--- config.mk ---
export PLATFORM = sky130hd
export DESIGN_NAME = policy_select
export DESIGN_NICKNAME = d
export VERILOG_FILES = /design/src/rtl/policy_pkg.sv /design/src/rtl/policy_lfsr.sv /design/src/rtl/policy_select.sv
export SDC_FILE = /design/constraint.sdc
export NUM_CORES = 1
export LEC_CHECK = 0
export BUFFER_PORTS_ARGS = -buffer_cell sky130_fd_sc_hd__buf_2
export CORE_MARGIN = 1.5
export CORE_UTILIZATION = 45
export DETAILED_ROUTE_END_ITERATION = 8
export PLACE_DENSITY = 0.68
export SETUP_SLACK_MARGIN = 0.15
export SLEW_MARGIN = 0
export SYNTH_ARGS = -nofsm -noshare
export SYNTH_HDL_FRONTEND = slang
export SYNTH_SLANG_ARGS = --single-unit
--- constraint.sdc ---
create_clock -name clk -period 3.3 [get_ports clk]
set_input_delay 0.495 -clock clk [delete_from_list [all_inputs] [get_ports clk]]
set_output_delay 0.495 -clock clk [all_outputs]
set_load 0.02 [all_outputs]
--- src/rtl/policy_pkg.sv ---
// policy_pkg -- shared definitions for the policy_select decision block.
//   state_t           : FSM state encoding for policy_select
//   DEF_*             : default parameter values
//   LFSR_SEED/TAPS    : reset seed and feedback taps of the exploration LFSR
package policy_pkg;

    typedef enum logic [1:0] {
        ST_IDLE = 2'd0,
        ST_SCAN = 2'd1,
        ST_DONE = 2'd2
    } state_t;

    localparam int DEF_N_ACTIONS = 9;
    localparam int DEF_Q_WIDTH   = 16;
    localparam int DEF_IDX_WIDTH = 4;

    localparam int          LFSR_WIDTH = 16;
    localparam logic [15:0] LFSR_SEED  = 16'hACE1;
    // x^16 + x^14 + x^13 + x^11 + 1, left-shifting form: taps on bits 15,13,12,10
    localparam logic [15:0] LFSR_TAPS  = 16'hB400;

endpackage

--- src/rtl/policy_lfsr.sv ---
// policy_lfsr -- free-running 16-bit Fibonacci LFSR used as the exploration
// random source. Advances every clock; reloads the seed on reset.
//   clk  : clock
//   rst  : synchronous active-high reset
//   lfsr : current LFSR state
import policy_pkg::*;

module policy_lfsr (
    input  logic                  clk,
    input  logic                  rst,
    output logic [LFSR_WIDTH-1:0] lfsr
);

    always_ff @(posedge clk) begin
        if (rst) begin
            lfsr <= LFSR_SEED;
        end else begin
            lfsr <= {lfsr[LFSR_WIDTH-2:0], ^(lfsr & LFSR_TAPS)};
        end
    end

endmodule

--- src/rtl/policy_select.sv ---
// policy_select -- streams N_ACTIONS Q-values and picks the best legal action
// (signed max, ties to lowest index).
//   clk, rst        : clock, synchronous active-high reset
//   start, legal    : request a decision with its legal-action mask
//   q_valid/q_data  : Q-value stream, index 0..N_ACTIONS-1; q_ready = accepting
//   busy, done      : scan in progress / one-cycle result strobe
//   action/action_q : selected index and its Q-value, held until next start
//   no_legal        : mask was all zero
// Optional build macro POLICY_EPSILON_EN adds epsilon-greedy exploration:
//   eps (in, 8b) exploration threshold, explored (out) result came from exploration.
//
// state   | meaning
// --------+----------------------------------------------
// IDLE    | waiting for start
// SCAN    | consuming Q-value beats, tracking best/candidates
// DONE    | one-cycle result strobe, then back to IDLE
import policy_pkg::*;

module policy_select #(
    parameter int N_ACTIONS = DEF_N_ACTIONS,
    parameter int Q_WIDTH   = DEF_Q_WIDTH,
    parameter int IDX_WIDTH = DEF_IDX_WIDTH
) (
    input  logic                 clk,
    input  logic                 rst,
    input  logic                 start,
    input  logic [N_ACTIONS-1:0] legal,
    input  logic                 q_valid,
    input  logic [Q_WIDTH-1:0]   q_data,
    output logic                 q_ready,
    output logic                 busy,
    output logic                 done,
    output logic [IDX_WIDTH-1:0] action,
    output logic [Q_WIDTH-1:0]   action_q,
    output logic                 no_legal
`ifdef POLICY_EPSILON_EN
    ,
    input  logic [7:0]           eps,
    output logic                 explored
`endif
);

    localparam logic [IDX_WIDTH-1:0] LAST_IDX = IDX_WIDTH'(N_ACTIONS - 1);

    state_t state, state_nxt;

    logic [N_ACTIONS-1:0]       legal_r;
    logic [IDX_WIDTH-1:0]       idx;
    logic                       best_valid;
    logic [IDX_WIDTH-1:0]       best_idx;
    logic signed [Q_WIDTH-1:0]  best_q;

    logic                       start_acc;
    logic                       beat_acc;
    logic                       beat_legal;
    logic                       last_beat;
    logic                       take_best;
    logic                       best_valid_nxt;
    logic [IDX_WIDTH-1:0]       best_idx_nxt;
    logic signed [Q_WIDTH-1:0]  best_q_nxt;
    logic [IDX_WIDTH-1:0]       sel_idx;
    logic [Q_WIDTH-1:0]         sel_q;

    // FSM
    always_comb begin
        state_nxt = state;
        q_ready   = 1'b0;
        busy      = 1'b0;
        done      = 1'b0;
        case (state)
            ST_IDLE: begin
                if (start) state_nxt = ST_SCAN;
            end
            ST_SCAN: begin
                q_ready = 1'b1;
                busy    = 1'b1;
                if (q_valid && idx == LAST_IDX) state_nxt = ST_DONE;
            end
            ST_DONE: begin
                busy      = 1'b1;
                done      = 1'b1;
                state_nxt = ST_IDLE;
            end
            default: state_nxt = ST_IDLE;
        endcase
    end

    assign start_acc  = (state == ST_IDLE) && start;
    assign beat_acc   = q_valid && q_ready;
    assign beat_legal = legal_r[idx];
    assign last_beat  = beat_acc && (idx == LAST_IDX);

    // Greedy tracker including the beat being accepted this cycle, so the
    // final beat is folded in on the SCAN->DONE edge.
    assign take_best      = beat_acc && beat_legal &&
                            (!best_valid || $signed(q_data) > best_q);
    assign best_valid_nxt = best_valid || take_best;
    assign best_idx_nxt   = take_best ? idx : best_idx;
    assign best_q_nxt     = take_best ? $signed(q_data) : best_q;

`ifdef POLICY_EPSILON_EN
    logic [LFSR_WIDTH-1:0]     lfsr;
    logic [IDX_WIDTH-1:0]      r_raw;
    logic [IDX_WIDTH-1:0]      r_calc;
    logic                      explore_calc;
    logic [IDX_WIDTH-1:0]      r_off;
    logic                      explore_r;
    logic                      hi_valid, lo_valid;
    logic [IDX_WIDTH-1:0]      hi_idx, lo_idx;
    logic [Q_WIDTH-1:0]        hi_q, lo_q;
    logic                      take_hi, take_lo;
    logic                      sel_explored;

    policy_lfsr u_lfsr (
        .clk  (clk),
        .rst  (rst),
        .lfsr (lfsr)
    );

    // Offset folded into 0..N_ACTIONS-1 with a single subtract; compared as
    // int so N_ACTIONS == 2**IDX_WIDTH does not wrap to zero.
    assign r_raw        = lfsr[IDX_WIDTH-1:0];
    assign r_calc       = (32'(r_raw) >= N_ACTIONS) ? r_raw - IDX_WIDTH'(N_ACTIONS) : r_raw;
    assign explore_calc = (eps == 8'hFF) || (lfsr[15:8] < eps);

    // hi: first legal index at or after the offset; lo: first legal overall
    // (wrap-around fallback).
    assign take_hi = beat_acc && beat_legal && !hi_valid && (idx >= r_off);
    assign take_lo = beat_acc && beat_legal && !lo_valid;

    always_ff @(posedge clk) begin
        if (rst) begin
            r_off     <= '0;
            explore_r <= 1'b0;
            hi_valid  <= 1'b0;
            lo_valid  <= 1'b0;
            hi_idx    <= '0;
            lo_idx    <= '0;
            hi_q      <= '0;
            lo_q      <= '0;
            explored  <= 1'b0;
        end else if (start_acc) begin
            r_off     <= r_calc;
            explore_r <= explore_calc;
            hi_valid  <= 1'b0;
            lo_valid  <= 1'b0;
        end else begin
            if (take_hi) begin
                hi_valid <= 1'b1;
                hi_idx   <= idx;
                hi_q     <= q_data;
            end
            if (take_lo) begin
                lo_valid <= 1'b1;
                lo_idx   <= idx;
                lo_q     <= q_data;
            end
            if (last_beat) explored <= sel_explored;
        end
    end

    always_comb begin
        sel_idx      = best_idx_nxt;
        sel_q        = best_q_nxt;
        sel_explored = 1'b0;
        if (explore_r && best_valid_nxt) begin
            sel_explored = 1'b1;
            if (take_hi) begin
                sel_idx = idx;
                sel_q   = q_data;
            end else if (hi_valid) begin
                sel_idx = hi_idx;
                sel_q   = hi_q;
            end else if (take_lo) begin
                sel_idx = idx;
                sel_q   = q_data;
            end else begin
                sel_idx = lo_idx;
                sel_q   = lo_q;
            end
        end
    end
`else
    assign sel_idx = best_idx_nxt;
    assign sel_q   = best_q_nxt;
`endif

    always_ff @(posedge clk) begin
        if (rst) begin
            state      <= ST_IDLE;
            legal_r    <= '0;
            idx        <= '0;
            best_valid <= 1'b0;
            best_idx   <= '0;
            best_q     <= '0;
            action     <= '0;
            action_q   <= '0;
            no_legal   <= 1'b0;
        end else begin
            state <= state_nxt;
            if (start_acc) begin
                legal_r    <= legal;
                idx        <= '0;
                best_valid <= 1'b0;
            end else if (beat_acc) begin
                idx        <= idx + 1'b1;
                best_valid <= best_valid_nxt;
                best_idx   <= best_idx_nxt;
                best_q     <= best_q_nxt;
                if (last_beat) begin
                    action   <= best_valid_nxt ? sel_idx : '0;
                    action_q <= best_valid_nxt ? sel_q : '0;
                    no_legal <= !best_valid_nxt;
                end
            end
        end
    end

endmodule

==> impl_results.md, run 1 <==
- Status: completed
- Family with the most delay on the worst path: simple AND/OR/NAND/NOR gates
- Async set-reset flop share out of synthesis: 0%
- Syn Nets: 380
- Max-cap viol count: 0
- H-tree depth: 3
- FF+latch count, synth: 57
- First-pass GRT wire length: 10,900 microns
- Routed wire length: 6490 microns
- Worst EP arrival: 3.06 ns
- Longest Clk Path Bufs: 2
- EDFF count, synth: 0
- Detail Placement HPWL: 4520 microns
- # Post-CTS Setup Buffers: 0
- Max-slew headroom: slightly below 60%
- Die W: roughly 85 microns
- Port Buffers: 52
- Gp weighted congestion: 0.808
- Setup violations, final: 0
- Total core area: 6390 sq um
- Final #Nets: 430
- Switch Pwr: 390 uW
- Fmax: 0.359 GHz
- Min-Delay Endpoint: legal_r[6]$_SDFFE_PP0P_
- # IOs: 53
- Worst-path fanout max: 12
- Worst setup slack after layout: 0.516 ns
- Number of buffers created by CTS: 9
- N_diodes: 0
- DRT antenna net count: 0
- Slowest cell on crit path: or4b_4
- Pwr/cell area: ~470 nW/um^2
- Clk sinks: 57
- Peak VDD IR: about 0.47 mV
- Crit-path cells: inv_1, ha_1, and4_4, a221oi_2, o211ai_2, or4b_4, a311oi_4, buf_12, and3b_2, a221o_1
- Filler cell count: 593
- Hold Violations, Final: 0
- PostCTS Resize Cnt: 0
- Int Power: 1.28 mW
- Remaining DRCs: 0
- Flop pwr share: 42.3%
- Total grt overflow: 0
- Pre-Repair DR Iteration Count: 4
- Register Area: ~1100 sq um
- Row count: 29
- Final slew viol count: 0
- Initial antenna violation count: 0
- Root buf cell: clkbuf_8
- Netlist cell types: 47
- GRT Total Usage: 19.0%
- Worst setup SP type: flip-flop
- CP max stage delay: 0.54 ns
- R2r endpoint: action_q[2]$_SDFFE_PP0P_
- Critical Path Sink Type: flip-flop
- CTS tree: done
- Reg2Reg Depth: 10
- Setup TNS: 0 ns
- Post-synthesis sequential area ratio: 38.0%
- Leak Pwr: between 1 and 1.5 nW
- Worst-Margin Slew: about 0.62 ns
- Clk slew on worst S/H paths: 0.07 ns
- Hold Path Class: in -> reg
- Switching Fraction: 23.3%
- Area grow syn2layout: 18.4%
- Cells after synthesis: between 300 and 400
- Share of cells above drive strength 1: 27.3%
- Initial Utilization: 47.0%
- Iter 0 DRT Violations: 95
- Vias in the first global route: between 2k and 2.5k
- Mean Syn Cell Area: between 9 and 10 sq um
- Multi-input logic area: between 1500 and 2000 sq um
- Die Height: 84.7 microns
- Logic pwr share: 9.6%
- Buf/Inv on CP: 2
- RR Startpoint: best_q[6]$_SDFFE_PP0P_
- Hold path depth: 3
- Hold_sp: legal[6]
- Vias: 2,505
- Full die area: approximately 7000 sq um
- R2r setup slk: 0.52 ns
- Most used DFF post-synth: dfxtp_1
- Min cycle time layout: approximately 2.8 ns
- Critical path class: reg -> reg
- Largest net degree at the start of global routing: 36
- Critical path required time: 3.58 ns
- Cell Area, Synth: roughly 3000 sq um
- DR vias/cell: 5.43
- RSZ-0062 raised after global routing: no
- Dpl ws: 0.259 ns
- Synth Warn #: 0
- CTS Hold Buffers Added: 0
- Clock Skews: 0.00767 ns
- Fin crit share: about 84%
- Clock power share: 48.0%
- Worst skew pair latency: 0.33 ns
- Routed WL per cell: ~14 microns
[final cells by class]
type                            instances  share of cell area, %
Multi-Input combinational cell        232                   47.1
Sequential cell                        57                   32.1
Timing Repair Buffer                   59                   9.15
Clock buffer                           11                   3.98
Clock inverter                          5                   2.89
Tap cell                               77                   2.71
Inverter                               20                   2.11
[worst min-delay path, delay by kind of cell]
| kind | cells | cell delay [ns] |
|---|---|---|
| AO/OA/AOI/OAI | 1 | 0.05 |
| buffers and inverters | 1 | 0.09 |
| AND/OR/NAND/NOR | 1 | 0.04 |
[power groups by stage]
stage / Combinational, mW / Sequential [mW] / Clock [mW]
2_1_floorplan: 0.117 / 0.721 / 0
3_3_place_gp: 0.160 / 0.724 / 0
3_5_place_dp: 0.163 / 0.725 / 0
4_1_cts: 0.163 / 0.709 / 0.819
5_1_grt: 0.182 / 0.710 / 0.851
6_report: 0.162 / 0.709 / 0.804
[cells in the mapped netlist (all sizes together), types with 5 or more instances]
cell type	count	area [sq um]
a21o	13	97.6
a21oi	31	155
o31ai	5	37.5
a221o	13	139
nor2b	8	57.6
and2	10	62.6
inv	20	75.1
a22oi	6	45.0
dfxtp	57	1140
nor2	17	63.8
nand3	20	100
and3b	9	86.3
buf	10	73.8
clkbuf	9	33.8
ha	22	275
nand2	35	131
[placed cells by master (no fill, tap or decap), drive strengths merged, types with 11 or more instances in the layout]
cell / Yosys / layout
inv: 20 / 20
a221o: 13 / 13
buf: 10 / 59
nand2: 35 / 35
a21oi: 31 / 31
clkbuf: 9 / 11
a21o: 13 / 13
nor2: 17 / 17
dfxtp: 57 / 57
ha: 22 / 22
nand3: 20 / 20
[per-stage QoR]
stage                     instance area [sq um]  total power [mW]  hold WS (ns)  instances  util, %
after global routing                       3550              1.74         0.380        461     55.7
after CTS                                  3550              1.69         0.375        461     55.7
after global placement                     3310             0.884         0.439        445     51.8
after detailed placement                   3310             0.887         0.441        445     51.8
after floorplan                            3000             0.838         0.433        329        -
final                                      3550              1.67         0.393        461     55.7
[kinds of logic after synthesis]
kind of cell	count (synthesis)	share of synthesized area (%)
AND/OR/NAND/NOR	117	21.2
AO/OA/AOI/OAI	85	21.9
flip-flops	57	38.0
buffers and inverters	40	6.37
adder cells (fa/ha/maj)	22	9.17
multiplexers	5	2.50
XOR/XNOR	3	0.875
[flip-flops by register name, summed over array words and instances, names as in the netlist]
name,flops
state,2
best_idx,4
no_legal,1
best_valid,1
action,4
action_q,16
legal_r,9
best_q,16
idx,4
[routing by layer]
layer / vias up / global-route usage [%] / routed length (microns)
met5: - / 0 / 0
met4: 0 / 8.06 / 25
met3: 2 / 5.11 / 298
met2: 59 / 31.2 / 3190
met1: 1169 / 23.6 / 2970
li1: 1275 / - / -
[worst max-delay path by stage]
stage	cells after the start	slack, ns	to	from
final	10	0.52	action_q[2]$_SDFFE_PP0P_	best_q[6]$_SDFFE_PP0P_
after global routing	10	0.38	action_q[2]$_SDFFE_PP0P_	best_q[15]$_SDFFE_PP0P_
after CTS	10	0.50	action_q[2]$_SDFFE_PP0P_	best_q[6]$_SDFFE_PP0P_
after detailed placement	10	0.26	action_q[2]$_SDFFE_PP0P_	q_data[7]
after global placement	10	0.34	action_q[5]$_SDFFE_PP0P_	q_data[7]
after floorplan	9	0.60	action_q[10]$_SDFFE_PP0P_	q_data[7]
No activity file was read; power rests on OpenSTA's default activity.
==> inputs of run 2 (changes only) <==
- ABC_AREA: not set -> 1
- PLACE_DENSITY: 0.68 -> 0.67
- clock period: 3.3 -> 2.91 ns (I/O delays scaled with it)
==> impl_results.md, run 2 <==
- Status: completed
- Routed WL per cell: ~12 microns
- Largest net degree at the start of global routing: 25
- Row count: 32
- Switching Fraction: 36.2%
- Mean Syn Cell Area: approximately 7.4 sq um
- Clk slew on worst S/H paths: approximately 0.070 ns
- Number of buffers created by CTS: 9
- Vias in the first global route: 2,912
- Synth Warn #: 0
- Pwr/cell area: 661 nW/um^2
- Final Core Density: 52.6%
- Leak Pwr: about 1.9 nW
- Port Buffers: 52
- CTS tree: done
- Detail Placement HPWL: 5400 microns
- Final hold slack: 0.342 ns
- RSZ-0062 raised after global routing: no
- H-tree depth: 3
- Total core area: 7690 sq um
- Worst EP arrival: ~2.6 ns
- Dpl ws: 0.467 ns
- RR Startpoint: state[0]$_SDFFE_PP0P_
- Hold Violations, Final: 0
- Design Area, Final: 4050 sq um
- DRT antenna net count: 0
- Clock Skews: 0.0124 ns
- R2r setup slk: 0.58 ns
- Routed wire length: ~7800 microns
- Pre-Repair DR Iteration Count: 4
- Critical Path Sink Type: flip-flop
- Min cycle time layout: between 2 and 2.5 ns
- First-pass GRT wire length: 13,500 microns
- Cells after synthesis: 476
- Vias: 3,061
- Inst Count DP: 613
- Gp weighted congestion: 0.773
- Most used DFF post-synth: dfxtp_1
- Share of cells above drive strength 1: 28.8%
- Placed cell area: 3820 sq um
- CTS Hold Buffers Added: 0
- Netlist cell types: 32
- Synth cell count leaders: nand2_1 (102), inv_1 (78), dfxtp_1 (57), nor2_1 (34), a21oi_1 (29)
- # IOs: 53
- Worst setup slack after layout: 0.577 ns
- Root buf cell: clkbuf_8
- Post-synthesis sequential area ratio: approximately a third
- Fmax: 0.429 GHz
- Flop pwr share: between 30% and 40%
- Worst setup SP type: flip-flop
- Post-synthesis adder-cell area fraction: under 10%
- Area grow syn2layout: 14.1%
- Switch Pwr: around 970 uW
- Longest Clk Path Bufs: 2
- Final slew viol count: 0
- GRT Total Usage: 20.2%
- Worst skew pair latency: 0.34 ns
- DR vias/cell: 4.87
- Max-slew headroom: between 50 and 60%
- Synth Area in Compound Gates: 13.5%
- Min-Delay Endpoint: legal_r[8]$_SDFFE_PP0P_
- Die Height: 91.8 microns
- Cell Area, Synth: between 3000 and 4000 sq um
- Overall Power: 2.67 mW
- Top-count cell post-synth: nand2_1
- Setup violations, final: 0
- Initial antenna violation count: 0
- Xor/xnor cell area share of the yosys netlist: 0%
- Post-synth top area share: approximately 32%
- Hold Path Class: in -> reg
- Critical path class: reg -> reg
- Int Power: 1.70 mW
- Full die area: around 8400 sq um
- Worst-path fanout max: 21
- Largest family of logic cells by synthesized area: simple AND/OR/NAND/NOR gates
- EDFF count, synth: 0
- Remaining DRCs: 0
- N_diodes: 0
- Multiplexer share of the synthesized area: 0%
- Die W: just over 90 microns
- Peak VDD IR: 0.482 mV
- Most frequent cells in the layout: nand2_1 (102), inv_1 (78), dfxtp_1 (57), buf_2 (52), nor2_1 (34)
- Hold path depth: 3
- Final Non-Filler Cells: 629
- Hold_sp: legal[8]
- Filler cell count: 779
- Clock power share: 31.1%
- # Post-CTS Setup Buffers: 0
- Fin crit share: between 80% and 90%
- Top cells by area, synth: dfxtp_1 (32%), nand2_1 (11%), inv_1 (8.3%)
- PostCTS Resize Cnt: 0
- Setup TNS: 0 ns
- Clk sinks: 57
- Max-cap viol count: 0
- Final #Nets: about 570
- Worst-Margin Slew: 0.726 ns
- Commonest non-fill, non-tap cell in the layout: nand2_1
- Largest regs: action_q: 16 flops, best_q: 16 flops, legal_r: 9 flops
- Async set-reset flop share out of synthesis: 0%
- Post-synthesis simple-gate area fraction: 33.4%
- Logic pwr share: 33.8%
- Critical path required time: 3.19 ns
- Total grt overflow: 0
- Iter 0 DRT Violations: 88
- Top cell type by total area after synthesis: dfxtp_1
- Initial Utilization: 46.1%
- Syn Nets: between 500 and 600
- FF+latch count, synth: 57
- Reg2Reg Depth: 11
- R2r endpoint: action_q[2]$_SDFFE_PP0P_
## run 2: cell type report
cell class / instances / area (sq um) / area share [%]
Sequential cell: 57 / 1140 / 28.2
Multi-Input combinational cell: 314 / 1940 / 47.9
Tap cell: 102 / 128 / 3.15
Clock inverter: 3 / 46.3 / 1.14
Inverter: 83 / 314 / 7.76
Timing Repair Buffer: 57 / 298 / 7.36
Clock buffer: 13 / 179 / 4.42
## run 2: worst max-delay path by stage
| stage | depth (start not counted) | start | to | slack (ns) |
|---|---|---|---|---|
| after global routing | 11 | state[0]$_SDFFE_PP0P_ | action_q[2]$_SDFFE_PP0P_ | 0.30 |
| after floorplan | 17 | q_data[7] | best_idx[3]$_SDFFE_PP0P_ | 0.99 |
| after CTS | 17 | best_q[7]$_SDFFE_PP0P_ | best_q[15]$_SDFFE_PP0P_ | 0.58 |
| after global placement | 15 | q_data[13] | best_q[13]$_SDFFE_PP0P_ | 0.50 |
| final | 11 | state[0]$_SDFFE_PP0P_ | action_q[2]$_SDFFE_PP0P_ | 0.58 |
| after detailed placement | 17 | q_data[7] | best_q[9]$_SDFFE_PP0P_ | 0.47 |
## run 2: worst max-delay path, cell delays in order (launching register included)
cell     delay (ns)
dfxtp_1        0.33
inv_1          0.09
ha_1           0.22
nand2_1        0.25
inv_2          0.16
nor2_1         0.15
inv_1          0.07
nor2_1         0.14
nand2_1        0.08
inv_2          0.45
nand3_2        0.19
a21oi_2        0.15
## run 2: per-layer routing
metal	wire length (microns)	vias to the layer above	global-route usage, %	part of all wire (%)
li1	-	1584	-	-
met4	155	0	8.21	2.0
met3	342	15	3.81	4.4
met1	3850	1391	26.7	49
met5	0	-	0	0
met2	3500	71	32.5	45
## run 2: power by group through the flow
stage	sequential, mW	clock (mW)	combinational, mW
after floorplan	0.938	0	0.755
after global placement	0.953	0	0.871
after detailed placement	0.956	0	0.899
after CTS	0.938	0.849	0.907
after global routing	0.949	0.877	1.04
final	0.938	0.832	0.902
## run 2: cells by family (layout without fill, tap and decap cells)
kind of cell	after synthesis	in the layout
compound gates	75	75
flops	57	57
simple gates	217	217
buf+inv	105	156
fa+ha+maj	22	22
==> inputs of run 3 (changes only) <==
- clock period: 2.91 -> 2.3 ns (I/O delays scaled with it)
==> impl_results.md, run 3 (synthesized netlist as in run 2, its figures left out) <==
- Status: completed
- Worst-path fanout max: 12
- # IOs: 53
- Longest Clk Path Bufs: 2
- Detail Placement HPWL: around 5400 microns
- DR vias/cell: 4.87
- Initial antenna violation count: 0
- Max-cap viol count: 0
- Initial Utilization: 46.1%
- Fmax: 0.480 GHz
- Filler cell count: 724
- Final Core Density: 57.5%
- Row count: 32
- Die Height: 91.8 microns
- Clock Skews: 0.0113 ns
- Pre-Repair DR Iteration Count: 4
- Setup TNS: 0 ns
- Slowest cell on crit path: dfxtp_1
- Multi-input logic area: 2180 sq um
- Iter 0 DRT Violations: 98
- Critical path required time: 2.54 ns
- N_diodes: 0
- Setup violations, final: 0
- Vias: 3,114
- Max-slew headroom: 62.5%
- Hold Violations, Final: 0
- Final Non-Filler Cells: between 600 and 700
- Pwr/cell area: 784 nW/um^2
- Family with the most delay on the worst path: simple AND/OR/NAND/NOR gates
- Min cycle time layout: about 2.1 ns
- Die W: slightly above 90 microns
- Placed cell area: around 4000 sq um
- Routed WL per cell: 12.9 microns
- Area grow syn2layout: 24.6%
- Design Area, Final: 4420 sq um
- Port Buffers: 52
- RSZ-0062 raised after global routing: yes
- Dpl ws: approximately 0.05 ns
- Remaining DRCs: 0
- Number of buffers created by CTS: 9
- Critical Path Sink Type: flip-flop
- Worst EP arrival: 2.32 ns
- Final #Nets: 584
- Worst setup slack after layout: around 0.22 ns
- Fin crit share: 90.5%
- First-pass GRT wire length: about 13,000 microns
- Buf/Inv on CP: 3
- CP max stage delay: about 0.33 ns
- Full die area: 8420 sq um
- Worst skew pair latency: 0.33 ns
- Leak Pwr: 1.99 nW
- Root buf cell: clkbuf_8
- CTS tree: done
- DRT antenna net count: 0
- Most frequent cells in the layout: nand2_1 (89), inv_1 (66), dfxtp_1 (52), buf_2 (52), nor2_1 (30)
- Routed wire length: 8230 microns
- Final slew viol count: 0
- Vias in the first global route: 2,863
- Clk sinks: 57
- Critical path class: reg -> reg
- Gp weighted congestion: 0.820
- Worst setup SP type: flip-flop
- Clk slew on worst S/H paths: 0.07 ns
- H-tree depth: 3
- Peak VDD IR: 0.598 mV
- Final hold slack: 0.261 ns
- Hold Path Class: in -> reg
- Worst-Margin Slew: 0.563 ns
- Largest regs: action_q: 16 flops, best_q: 16 flops, legal_r: 9 flops
- Overall Power: 3.47 mW
- Total core area: 7690 sq um
- Inst Count DP: 619
- GRT Total Usage: 18.8%
- Commonest non-fill, non-tap cell in the layout: nand2_1
- Crit-path cells: inv_2, ha_1, nand2_2, nor2_4, nand3_1, nand3_2, nand2_2, a21oi_2, nand2_2, nand2_4, buf_8, nand3_1, nand2_1, nand2_1, nand2_1, inv_1
- Register Area: 1150 sq um
- Largest net degree at the start of global routing: a little over 40
- Share of cells above drive strength 1: 39.3%
- Total grt overflow: 0
-- run 3: changes by cell type in the layout (fill, tap and decap cells not counted), moves of 9 or more --
cell     previous run  this run
ha_1               22        11
ha_4                0        11
nand2_2             4        16
nand2_1           102        89
inv_1              78        66
inv_2               4        13
-- run 3: cell type report --
type / count / area share (%)
flip-flops and latches: 57 / 26.0
inverters: 83 / 7.30
clock inverters: 2 / 0.849
repair buffers: 67 / 9.94
well taps: 102 / 2.89
clock buffers: 13 / 3.60
repair inverters: 1 / 0.170
multi-input cells: 314 / 49.3
-- run 3: repair_timing --
item / in CTS / in global routing
endpoints found under the setup margin: 13 / 40
pin swaps: 0 / 17
cloned: 0 / 2
resized for setup: 1 / 61
buffers inserted: 0 / 3
hold buffers: 0 / 0
-- run 3: final timing paths --
kind	startpoint	endpoint	slack, ns	cells after the start
worst min-delay path	legal[5]	legal_r[5]$_SDFFE_PP0P_	0.26	3
worst min register to register	action_q[13]$_SDFFE_PP0P_	action_q[13]$_SDFFE_PP0P_	0.47	2
worst max-delay path	best_q[4]$_SDFFE_PP0P_	best_q[8]$_SDFFE_PP0P_	0.22	16
worst max register to register	best_q[4]$_SDFFE_PP0P_	best_q[8]$_SDFFE_PP0P_	0.22	16
-- run 3: worst reg2reg max path: stages (launching register included) --
cell and delay [ns]:
dfxtp_1 0.33, inv_2 0.06, ha_1 0.29, nand2_2 0.06, nor2_4 0.13, nand3_1 0.10, nand3_2 0.09, nand2_2 0.07
a21oi_2 0.14, nand2_2 0.08, nand2_4 0.09, buf_8 0.15, nand3_1 0.14, nand2_1 0.11, nand2_1 0.05, nand2_1 0.07
inv_1 0.04
-- run 3: report_power, final --
| part | switching (mW) | internal (mW) |
|---|---|---|
| registers | 0.0708 | 1.13 |
| logic | 0.805 | 0.513 |
| clock network | 0.393 | 0.555 |
-- run 3: metal layers --
layer / global-route usage, % / vias up / share of wire, %
met3: 2.90 / 14 / 4.0
li1: - / 1605 / -
met1: 24.3 / 1431 / 47
met5: 0 / - / 0
met4: 6.92 / 0 / 1.8
met2: 31.8 / 64 / 48
